===== config.mk =====
export PLATFORM = sky130hd
export DESIGN_NAME = ram_bist_ctrl
export DESIGN_NICKNAME = d
export VERILOG_FILES = /design/src/rtl/ram_bist_ctrl.sv
export SDC_FILE = /design/constraint.sdc
export NUM_CORES = 1
export LEC_CHECK = 0
export CAP_MARGIN = 30
export CORE_MARGIN = 3
export CORE_UTILIZATION = 35
export DETAILED_ROUTE_END_ITERATION = 10
export REMOVE_ABC_BUFFERS = 1
export SETUP_SLACK_MARGIN = 0.3
export SLEW_MARGIN = 5
export SYNTH_ARGS = -nofsm -noshare
export SYNTH_HDL_FRONTEND = slang
export SYNTH_SLANG_ARGS = --single-unit

===== constraint.sdc =====
create_clock -name clk -period 5.7 [get_ports clk]
set_clock_uncertainty 0.05 [all_clocks]
set_input_delay 1.14 -clock clk [delete_from_list [all_inputs] [get_ports clk]]
set_output_delay 1.14 -clock clk [all_outputs]
set_load 0.005 [all_outputs]

===== src/rtl/ram_bist_ctrl.sv =====
// Write/read-back BIST for a 1-cycle-latency single-port RAM; done 2D+2 cycles after start.
// With BIST_INV_PASS_EN defined, a second sweep uses the inverted pattern (done at 4D+3).
module ram_bist_ctrl #(
  parameter int AW = 14,
  parameter int DW = 32
) (
  input  logic          clk,
  input  logic          reset_n,
  input  logic          start,
  input  logic [DW-1:0] pattern,
  output logic          busy,
  output logic          done,
  output logic          pass,
  output logic [15:0]   err_count,
  output logic [AW-1:0] first_err_addr,
  output logic          ram_we,
  output logic [AW-1:0] ram_addr,
  output logic [DW-1:0] ram_din,
  input  logic [DW-1:0] ram_dout
);

  typedef enum logic [2:0] {S_IDLE, S_WRITE, S_READ, S_DRAIN, S_DONE} state_t;

  state_t        state_q;
  logic [DW-1:0] pat_q;
  logic [AW-1:0] addr_q;
  logic          we_q;
  logic [DW-1:0] din_q;
  logic          busy_q;
  logic          done_q;
  logic          pass_q;
  logic [15:0]   err_q;
  logic [AW-1:0] ferr_q;
  logic          cmp_vld_q;
  logic [AW-1:0] cmp_addr_q;
  logic [DW-1:0] cmp_exp_q;

  logic [AW-1:0] addr_inc;
  logic          addr_last;
  logic [DW-1:0] pat_eff;
  logic          mismatch;
  logic [15:0]   err_d;
  logic [AW-1:0] ferr_d;

  assign addr_inc  = addr_q + 1'b1;
  assign addr_last = &addr_q;

`ifdef BIST_INV_PASS_EN
  logic inv_q;
  assign pat_eff = inv_q ? ~pat_q : pat_q;
`else
  assign pat_eff = pat_q;
`endif

  // A saturated count never returns to zero, so err_q==0 means "no miscompare yet".
  assign mismatch = cmp_vld_q && (ram_dout != cmp_exp_q);
  assign err_d    = (mismatch && (err_q != 16'hFFFF)) ? err_q + 16'd1 : err_q;
  assign ferr_d   = (mismatch && (err_q == 16'd0)) ? cmp_addr_q : ferr_q;

  always_ff @(posedge clk or negedge reset_n) begin
    if (!reset_n) begin
      state_q    <= S_IDLE;
      pat_q      <= '0;
      addr_q     <= '0;
      we_q       <= 1'b0;
      din_q      <= '0;
      busy_q     <= 1'b0;
      done_q     <= 1'b0;
      pass_q     <= 1'b0;
      err_q      <= '0;
      ferr_q     <= '0;
      cmp_vld_q  <= 1'b0;
      cmp_addr_q <= '0;
      cmp_exp_q  <= '0;
`ifdef BIST_INV_PASS_EN
      inv_q      <= 1'b0;
`endif
    end else begin
      cmp_vld_q <= 1'b0;
      err_q     <= err_d;
      ferr_q    <= ferr_d;
      case (state_q)
        S_IDLE: begin
          if (start) begin
            state_q <= S_WRITE;
            pat_q   <= pattern;
            busy_q  <= 1'b1;
            pass_q  <= 1'b0;
            err_q   <= '0;
            ferr_q  <= '0;
            we_q    <= 1'b1;
            addr_q  <= '0;
            din_q   <= pattern;
`ifdef BIST_INV_PASS_EN
            inv_q   <= 1'b0;
`endif
          end
        end
        S_WRITE: begin
          if (addr_last) begin
            state_q <= S_READ;
            we_q    <= 1'b0;
            addr_q  <= '0;
            din_q   <= '0;
          end else begin
            addr_q  <= addr_inc;
            din_q   <= pat_eff ^ DW'(addr_inc);
          end
        end
        S_READ: begin
          cmp_vld_q  <= 1'b1;
          cmp_addr_q <= addr_q;
          cmp_exp_q  <= pat_eff ^ DW'(addr_q);
          addr_q     <= addr_inc;
          if (addr_last) state_q <= S_DRAIN;
        end
        S_DRAIN: begin
`ifdef BIST_INV_PASS_EN
          if (!inv_q) begin
            inv_q   <= 1'b1;
            state_q <= S_WRITE;
            we_q    <= 1'b1;
            addr_q  <= '0;
            din_q   <= ~pat_q;
          end else
`endif
          begin
            state_q <= S_DONE;
            busy_q  <= 1'b0;
            done_q  <= 1'b1;
            pass_q  <= (err_d == 16'd0);
          end
        end
        S_DONE: begin
          done_q  <= 1'b0;
          state_q <= S_IDLE;
`ifdef BIST_INV_PASS_EN
          inv_q   <= 1'b0;
`endif
        end
        default: state_q <= S_IDLE;
      endcase
    end
  end

  assign busy           = busy_q;
  assign done           = done_q;
  assign pass           = pass_q;
  assign err_count      = err_q;
  assign first_err_addr = ferr_q;
  assign ram_we         = we_q;
  assign ram_addr       = addr_q;
  assign ram_din        = din_q;

endmodule

==> impl_metrics.env <==
export IMPL_outcome="completed"
export IMPL_fin_setup_tns_ns=0
export IMPL_final_util=0.4677
export IMPL_cts_root_buf="clkbuf_16"
export IMPL_clkTransAtPathRegs_ns=0.07
export IMPL_first_pass_iters=5
export IMPL_worst_setup_path_type="in2reg"
export IMPL_antennaDiodeCount=0
export IMPL_final_nets=948
export IMPL_die_y_um=153.1
export IMPL_ys_seq_elements=162
export IMPL_synth_enable_flop_cells=0
export IMPL_drive_gt1_frac=0.1134
export IMPL_min_path_type="reg2reg"
export IMPL_gp_congestion=0.8440
export IMPL_cts_repair_resized=0
export IMPL_final_antenna_net_count=0
export IMPL_antenna_found_initial=0
export IMPL_p_per_area_nw_per_um2=313.5
export IMPL_cp_arrival_ns=4.24
export IMPL_routed_wl_mm=20.47
export IMPL_grt_overflow_total=0
export IMPL_worstSetupStartpointType="primary input"
export IMPL_synthArstFlopShare=1.000
export IMPL_drv_slew=0
export IMPL_endpoint_kind="flip-flop"
export IMPL_clock_latency_ns=0.42
export IMPL_critPathMaxFanout=14
export IMPL_numCtsBuffers=17
export IMPL_max_cap_violations=0
export IMPL_cts_max_path_buffers=2
export IMPL_holdWs_ns=0.4406
export IMPL_relSlewSlack=0.3719
export IMPL_grtUsageTotal=0.1754
export IMPL_seq_area_frac_synth=0.5354
export IMPL_tightest_slew_ns=0.9335
export IMPL_cts_setup_buffers=0
export IMPL_grt_pass1_wl_mm=32.60
export IMPL_grt_start_max_net_pins=87
export IMPL_pin_count=147
export IMPL_area_growth_pct=30.69
export IMPL_fmax_mhz=248.8
export IMPL_initial_core_util=0.3579
export IMPL_holdBufCountCts=0
export IMPL_core_area_um2=21150
export IMPL_syn_avg_cell_area_um2=10.16
export IMPL_period_share=0.7052
export IMPL_ys_warn_count=0
export IMPL_cts_tree="yes"
export IMPL_p_leak_nw=4.469
export IMPL_std_cell_rows=53
export IMPL_required_ns=5.92
export IMPL_ir_worst_vdd_v=0.0002133
export IMPL_cts_num_sinks=162
export IMPL_portBuffers=146
export IMPL_drt_iter0_markers=254
export IMPL_vias_per_cell=4.997
export IMPL_htree_levels=4
export IMPL_ys_types=50
export IMPL_syn_area_um2=7571
export IMPL_drc=0
export IMPL_hpwlAfterDp_mm=14.05
export IMPL_rsz0062_at_grt="no"
export IMPL_die_area_um2=23430
export IMPL_period_minus_slack_ns=4.020
export IMPL_vias=5826
export IMPL_wl_per_cell_um=17.55
export IMPL_netlist_instances=745
export IMPL_grt_pass1_vias=5766
export IMPL_pre_cts_slack_ns=1.210
export IMPL_hold_violations=0
export IMPL_die_w_um=153.1
export IMPL_synth_main_ff_cell="dfrtp_1"
export IMPL_fin_ws_ns=1.680
export IMPL_setup_viol_count_final=0
## power by group
part / switching (mW) / internal (mW) / total (mW)
Clock: 0.462 / 0.706 / 1.17
Combinational: 0.208 / 0.316 / 0.524
Sequential: 0.146 / 1.26 / 1.41
## area by class of cell
cell class / instances / area, µm²
fillers: 1995 / 11260
multi-input cells: 529 / 3294
clock inverters: 7 / 97.59
well taps: 275 / 344.1
repair buffers: 155 / 1550
inverters: 13 / 48.80
flip-flops and latches: 162 / 4054
clock buffers: 25 / 505.5
## Yosys cell counts (all sizes together) (10+ instances only)
cell	n	area, µm²
a21oi	29	145.1
a31o	12	105.1
buf	17	105.1
clkbuf	24	91.33
dfrtp	162	4054
inv	13	48.80
mux2	35	394.1
mux2i	18	180.2
nand2	151	566.8
nand3	19	105.1
nand4	17	112.6
nor2	68	265.3
nor3	10	66.32
o211ai	15	112.6
o21ai	21	105.1
xnor2	64	560.5
xor2	12	105.1
## metrics by stage
step / instances / power [mW] / cell area, µm²
4_1_cts: 1166 / 3.146 / 9894
6_report: 1166 / 3.102 / 9894
5_1_grt: 1166 / 3.251 / 9894
3_3_place_gp: 1132 / 1.957 / 9256
2_1_floorplan: 704 / 1.609 / 7375
3_5_place_dp: 1134 / 1.960 / 9291
## cell usage in the layout, fill, tap and decap left out, types with 11 or more instances in the layout
| master | count |
|---|---|
| dfrtp_1 | 162 |
| nand2_1 | 151 |
| clkdlybuf4s50_1 | 145 |
| xnor2_1 | 64 |
| nor2_1 | 64 |
| mux2_2 | 35 |
| a21oi_1 | 29 |
| mux2i_1 | 18 |
| nand3_1 | 17 |
| clkbuf_16 | 17 |
| nand4_1 | 16 |
| o211ai_1 | 15 |
| inv_1 | 13 |
| xor2_1 | 12 |
| a31o_2 | 12 |
| o21ai_1 | 11 |
## registers in the layout, indices dropped and copies added, names as in the netlist
| name | cells |
|---|---|
| err_count | 16 |
| cmp_addr_q | 14 |
| pat_eff | 32 |
| ram_we | 1 |
| first_err_addr | 14 |
| ram_din | 32 |
| cmp_vld_q | 1 |
| busy | 1 |
| ram_addr | 14 |
| cmp_exp_q | 32 |
| done | 1 |
| state_q | 3 |
| pass | 1 |
## per-layer routing
metal / vias up / track usage / routed length (µm)
met5: - / 0 / 0
met4: 0 / 0.03776 / 166
met3: 9 / 0.05040 / 1195
met2: 144 / 0.2730 / 9517
met1: 2865 / 0.2455 / 9590
li1: 2808 / - / -
## cells by family (layout without fill, tap and decap cells)
logic type,Yosys count,in the layout,synth area share
and+or+nand+nor,298,298,0.1775
DFF,162,162,0.5354
AOI/OAI and AO/OA,99,99,0.08594
xor gates and xnor gates,76,76,0.08792
buffers and inverters,54,200,0.03239
muxes,53,53,0.07586
adders and majority gates,3,3,0.004958
## critical path, cell delays in order
cell             delay [ns]
clkdlybuf4s50_1        0.47
xnor2_1                0.11
nand4_1                0.18
nor4_1                 0.84
nand2_1                0.35
nand2_1                0.15
or3_1                  0.67
mux2i_1                0.26
nor2_1                 0.06
## worst paths after layout
path,startpoint,endpoint,slack [ns],cells after the start
min in group asynchronous,reset_n,pat_eff[25],0.72,1
max reg2reg,cmp_exp_q[26],first_err_addr[1],2.43,8
max in group asynchronous,reset_n,ram_din[8],3.86,2
min,busy,busy,0.44,2
min reg2reg,busy,busy,0.44,2
max,ram_dout[26],first_err_addr[1],1.68,9
No activity file was read; power rests on OpenSTA's default activity.
